### src/rtl/lsu_dmem_master.sv
// Load/store unit data-memory master: one RV32I load or store at a time onto the L1 data bus.
// Optional misalignment trap: define LSU_MISALIGN_TRAP_EN.
module lsu_dmem_master (
  input  logic        clk,
  input  logic        reset,
  input  logic        req_valid,
  input  logic        req_we,
  input  logic [2:0]  req_funct3,
  input  logic [31:0] req_addr,
  input  logic [31:0] req_wdata,
  output logic        req_ready,
  output logic        resp_valid,
  output logic [31:0] resp_data,
  output logic        resp_err,
  output logic        dmem_req,
  output logic        dmem_we,
  output logic [31:0] dmem_addr,
  output logic [31:0] dmem_wd,
  output logic [3:0]  dmem_mask,
  input  logic [31:0] dmem_rd,
  input  logic        dmem_wait,
  output logic [1:0]  o_dbg_state
);

  // Handshake: a request transfers on the rising edge where req_valid && req_ready; req_valid
  // may be raised at any time and the request fields must be stable while it waits. The bus
  // holds dmem_req with stable addr/wd/mask until a cycle with dmem_wait=0 completes it.
  typedef enum logic [1:0] {
    S_IDLE   = 2'd0,
    S_ACCESS = 2'd1,
    S_RESP   = 2'd2
  } state_t;

  state_t      r_state;
  state_t      w_next;
  logic        r_we;
  logic [2:0]  r_funct3;
  logic [31:0] r_addr;
  logic [31:0] r_wdata;
  logic [31:0] r_resp_data;
  logic        r_resp_err;

  logic        w_ready;
  logic        w_accept;
  logic        w_illegal;
  logic        w_misalign;
  logic        w_reject;
  logic        w_done;
  logic [1:0]  w_lane;
  logic [7:0]  w_byte;
  logic [15:0] w_half;
  logic [31:0] w_load_data;
  logic [31:0] w_store_wd;
  logic [3:0]  w_mask;

  assign w_ready     = (r_state == S_IDLE) || (r_state == S_RESP);
  assign w_accept    = req_valid & w_ready;
  assign w_done      = (r_state == S_ACCESS) & ~dmem_wait;
  assign w_lane      = r_addr[1:0];
  assign o_dbg_state = r_state;

  always_comb begin
    w_illegal = 1'b0;
    if (req_we) w_illegal = req_funct3[2] | (req_funct3[1:0] == 2'b11);
    else        w_illegal = (req_funct3[1:0] == 2'b11) | (req_funct3[2:1] == 2'b11);
  end

`ifdef LSU_MISALIGN_TRAP_EN
  assign w_misalign = ((req_funct3[1:0] == 2'b01) & req_addr[0]) |
                      ((req_funct3[1:0] == 2'b10) & (req_addr[1:0] != 2'b00));
`else
  assign w_misalign = 1'b0;
`endif

  assign w_reject = w_illegal | w_misalign;

  // State register
  always_ff @(posedge clk) begin
    if (reset) r_state <= S_IDLE;
    else       r_state <= w_next;
  end

  // Next-state logic; a rejected request skips the bus and answers straight away
  always_comb begin
    w_next = r_state;
    case (r_state)
      S_IDLE:   if (w_accept) w_next = w_reject ? S_RESP : S_ACCESS;
      S_ACCESS: if (!dmem_wait) w_next = S_RESP;
      S_RESP:   begin
        if (w_accept) w_next = w_reject ? S_RESP : S_ACCESS;
        else          w_next = S_IDLE;
      end
      default:  w_next = S_IDLE;
    endcase
  end

  always_ff @(posedge clk) begin
    if (reset) begin
      r_we        <= 1'b0;
      r_funct3    <= 3'd0;
      r_addr      <= 32'd0;
      r_wdata     <= 32'd0;
      r_resp_data <= 32'd0;
      r_resp_err  <= 1'b0;
    end else if (w_accept) begin
      r_we     <= req_we;
      r_funct3 <= req_funct3;
      r_addr   <= req_addr;
      r_wdata  <= req_wdata;
      if (w_reject) begin
        r_resp_data <= 32'd0;
        r_resp_err  <= 1'b1;
      end
    end else if (w_done) begin
      r_resp_data <= r_we ? 32'd0 : w_load_data;
      r_resp_err  <= 1'b0;
    end
  end

  // Load extraction from the word returned on the bus
  always_comb begin
    w_byte = dmem_rd[7:0];
    case (w_lane)
      2'd1:    w_byte = dmem_rd[15:8];
      2'd2:    w_byte = dmem_rd[23:16];
      2'd3:    w_byte = dmem_rd[31:24];
      default: w_byte = dmem_rd[7:0];
    endcase
    w_half      = r_addr[1] ? dmem_rd[31:16] : dmem_rd[15:0];
    w_load_data = dmem_rd;
    case (r_funct3)
      3'b000:  w_load_data = {{24{w_byte[7]}}, w_byte};
      3'b100:  w_load_data = {24'd0, w_byte};
      3'b001:  w_load_data = {{16{w_half[15]}}, w_half};
      3'b101:  w_load_data = {16'd0, w_half};
      default: w_load_data = dmem_rd;
    endcase
  end

  // Byte enables and lane-replicated store data
  always_comb begin
    w_mask     = 4'b1111;
    w_store_wd = r_wdata;
    case (r_funct3[1:0])
      2'b00: begin
        w_mask     = 4'b0001 << w_lane;
        w_store_wd = {4{r_wdata[7:0]}};
      end
      2'b01: begin
        w_mask     = r_addr[1] ? 4'b1100 : 4'b0011;
        w_store_wd = {2{r_wdata[15:0]}};
      end
      default: begin
        w_mask     = 4'b1111;
        w_store_wd = r_wdata;
      end
    endcase
  end

  // Outputs; reset masks everything so an abandoned access never strobes
  always_comb begin
    req_ready  = 1'b0;
    resp_valid = 1'b0;
    resp_data  = 32'd0;
    resp_err   = 1'b0;
    dmem_req   = 1'b0;
    dmem_we    = 1'b0;
    dmem_addr  = 32'd0;
    dmem_wd    = 32'd0;
    dmem_mask  = 4'b0000;
    if (!reset) begin
      req_ready  = w_ready;
      resp_valid = (r_state == S_RESP);
      resp_data  = r_resp_data;
      resp_err   = r_resp_err;
      if (r_state == S_ACCESS) begin
        dmem_req  = 1'b1;
        dmem_we   = r_we & ~dmem_wait;
        dmem_addr = {r_addr[31:2], 2'b00};
        dmem_wd   = r_we ? w_store_wd : 32'd0;
        dmem_mask = w_mask;
      end
    end
  end

endmodule

### config.mk
export PLATFORM = sky130hd
export DESIGN_NAME = lsu_dmem_master
export DESIGN_NICKNAME = d
export VERILOG_FILES = /design/src/rtl/lsu_dmem_master.sv
export SDC_FILE = /design/constraint.sdc
export NUM_CORES = 1
export LEC_CHECK = 0
export BUFFER_PORTS_ARGS = -buffer_cell sky130_fd_sc_hd__buf_2
export CORE_MARGIN = 3
export CORE_UTILIZATION = 52
export CTS_CLUSTER_SIZE = 25
export DETAILED_ROUTE_END_ITERATION = 8
export PLACE_DENSITY = 0.86
export SYNTH_ARGS = -nofsm -noshare
export SYNTH_HDL_FRONTEND = slang
export SYNTH_SLANG_ARGS = --single-unit
### constraint.sdc
create_clock -name clk -period 5.11 [get_ports clk]
set_input_delay 0.2555 -clock clk [delete_from_list [all_inputs] [get_ports clk]]
set_output_delay 0.2555 -clock clk [all_outputs]
set_load 0.05 [all_outputs]
==> summary.md <==
| Metric | Value |
|---|---|
| Status | finished clean |
| Drt first pass iters | 5 |
| Worst Reg-to-Reg Cells | 4 |
| DRC Markers | 0 |
| Hold Violations, Final | 0 |
| Setup-failing EPs final | 0 |
| Tmin final | 3.67 ns |
| Clk sink count | 103 |
| Die footprint | 10900 um^2 |
| Slew Viols, Final | 0 |
| Startpoint types | flop |
| DPL Wire Length | 11.2 mm |
| Hold depth | 3 |
| Max Fclk | 273 MHz |
| Hold_buf cts | 0 |
| Worst Setup SP | o_dbg_state[0]$_SDFFE_PP0P_ |
| Max VDD drop | 0.190 mV |
| Post-route antenna net violation count | 0 |
| Hold slack | 0.111 ns |
| Switching pwr | 0.529 mW |
| Num CTS Buffers | 9 |
| Clock share of power | 32.0% |
| Most frequent cells in the layout | buf_2, nand2_1, dfxtp_1 |
| DRT iter0 DRCs | 287 |
| Root Buffer | clkbuf_8 |
| Worst Path Required | 4.85 ns |
| Tcrit/Tclk final | 71.8% |
| Combinational Power Share | 16.4% |
| Reg-to-Reg End | r_resp_data[17]$_SDFFE_PP0P_ |
| Fin nets | 927 |
| Seq/Total Area, Yosys | 40.9% |
| PD cells | 274 nW/um^2 |
| Min-delay src | req_addr[16] |
| Worst path slowest cell | nand2_1 |
| Tot Pwr | 1.71 mW |
| Area Growth Syn to Fin | 24.0% |
| Reg2Reg Setup Slack | 2.69 ns |
| Crit path DAT | 3.41 ns |
| Pint | 1.18 mW |
| Switching part of the total | 30.9% |
| P_leak | 2.90 nW |
| Synthesized flop and latch total | 103 |
| Final wirelength | 15.5 mm |
| Critical path class | reg2out |
| Worst-path cell chain | or3b_1 -> inv_1 -> nand2_1 -> a21oi_1 -> buf_2 |
| Height of the die | 104 um |
| Placer Congestion | 0.869 |
| Port bufs | 208 |
| Via count | 5317 |
| Netlist cell types | 38 |
| Yosys warnings | 0 |
| Hold endpoint | r_addr[16]$_SDFFE_PP0N_ |
| Slew @ Worst Pin | 1.10 ns |
| Mapped Area | 5040 um^2 |
| Worst-case clock skew | 0.0133 ns |
| All-layer global routing usage | 27.4% |
| Synth async-reset ratio | 0% |
| WL/cell | 16.2 um |
| Via/cell ratio | 5.56 |
| Critical Path Sink Type | primary output |
| Crit path max fanout | 40 |
| EDFF count, synth | 0 |
| First-pass GRT wire length | 24.6 mm |
| Crit-path max cell delay | 0.74 ns |
| Core Rows | 35 |
| Dpl ws | 1.51 ns |
| Post-CTS Setup Inserts | 0 |
| Max Cap Viol | 0 |
| Skew-Pair Late Insertion Delay | 0.37 ns |
| Vias in the first global route | 4968 |
| Die W | 104 um |
| R2r startpoint | o_dbg_state[0]$_SDFFE_PP0P_ |
| # resized after CTS | 0 |
| Clk slew on worst S/H paths | 0.11 ns |
| Reg power frac | 51.6% |
| RSZ-0062 raised after global routing | false |
| CTS tree | done |
| Leading cell type in the layout, fill and taps excluded | buf_2 |
| Initial antenna violation count | 1 |
| Core Region | 9330 um^2 |
| Grt ovf | 0 |
| Antenna diode instance count | 0 |
| IO Pins | 211 |
| Top_reg_cell synth | dfxtp_1 |
| Synthesized netlist cell count | 659 |
| Worst slew margin | 26.7% |
| Worst setup margin | 1.44 ns |
| Hold Path Class | in2reg |
| Setup TNS | 0 ns |
| Syn avg cell area | 7.65 um^2 |
| Largest net degree at the start of global routing | 107 |
| CTS Buffer Depth | 2 |
| Initial Utilization | 54.1% |
| Share of layout cells above drive strength 1 | 30.0% |
| H-Tree Depth | 3 |
## per-stage QoR
step | cells | util, % | area (um^2)
3_3_place_gp | 941 | 64.8 | 6040
3_5_place_dp | 941 | 64.8 | 6040
4_1_cts | 957 | 67.1 | 6260
6_report | 957 | 67.1 | 6260
5_1_grt | 957 | 67.1 | 6260
2_1_floorplan | 660 | - | 5050
## critical path: cells and delay by family (launching register included)
family / cells / cell delay (ns)
and+or+nand+nor: 2 / 1.21
buffers and inverters: 2 / 1.03
DFF: 1 / 0.47
AOI/OAI and AO/OA: 1 / 0.33
## layer usage
layer,GRT usage [%],share of wire [%],vias up
li1,-,-,2554
met1,34.8,40,2449
met2,44.7,48,271
met3,6.46,9.2,41
met4,11.2,3.0,2
met5,0,0.052,-
## synthesized netlist by cell type (all sizes together), types with 7 or more instances
cell	count	share of area [%]
a21oi	97	9.6
a211o	7	1.2
and3	8	0.99
o2bb2ai	15	2.6
dfxtp	103	41
and2	31	3.8
mux2i	17	3.4
nor2b	35	4.3
buf	14	1.5
a221oi	7	1.2
nor2	40	3.0
a221o	16	3.4
nand3	7	0.69
o21ai	18	1.8
and3b	7	1.2
nand2	153	11
clkbuf	46	3.5
nand3b	8	1.2
inv	10	0.74
## worst max-delay path by stage
stage	to	slack, ns	cells after the start
after detailed placement	dmem_wd[10]	1.51	6
after floorplan	dmem_wd[13]	2.43	6
after CTS	dmem_wd[10]	1.47	5
final	dmem_wd[12]	1.44	5
after global placement	dmem_wd[8]	1.66	6
after global routing	dmem_wd[11]	1.11	5
## power groups by stage
stage / sequential, mW / combinational (mW) / clock, mW
CTS: 0.881 / 0.279 / 0.553
floorplan: 0.881 / 0.197 / 0
global route: 0.888 / 0.308 / 0.587
global placement: 0.897 / 0.272 / 0
detailed placement: 0.900 / 0.278 / 0
finish: 0.882 / 0.281 / 0.548
## cells by family after synthesis
logic type | synth area share (%)
other | 0.0744
DFF | 40.9
buffers and inverters | 5.76
AOI/OAI and AO/OA | 20.4
muxes | 4.27
and+or+nand+nor | 28.7
## registers in the layout (all words and copies together), names as in the netlist
| register | cells |
|---|---|
| o_dbg_state | 2 |
| r_addr | 32 |
| r_funct3 | 3 |
| r_resp_data | 32 |
| r_resp_err | 1 |
| r_wdata | 32 |
| r_we | 1 |
## cell type report
| class | instances | area, um^2 |
|---|---|---|
| Clock inverter | 7 | 88.8 |
| Inverter | 10 | 37.5 |
| Sequential cell | 103 | 2060 |
| Fill cell | 798 | 3070 |
| Multi-Input combinational cell | 487 | 2710 |
| Tap cell | 129 | 161 |
| Timing Repair Buffer | 212 | 1070 |
| Clock buffer | 9 | 124 |
No activity file was read; power rests on OpenSTA's default activity.
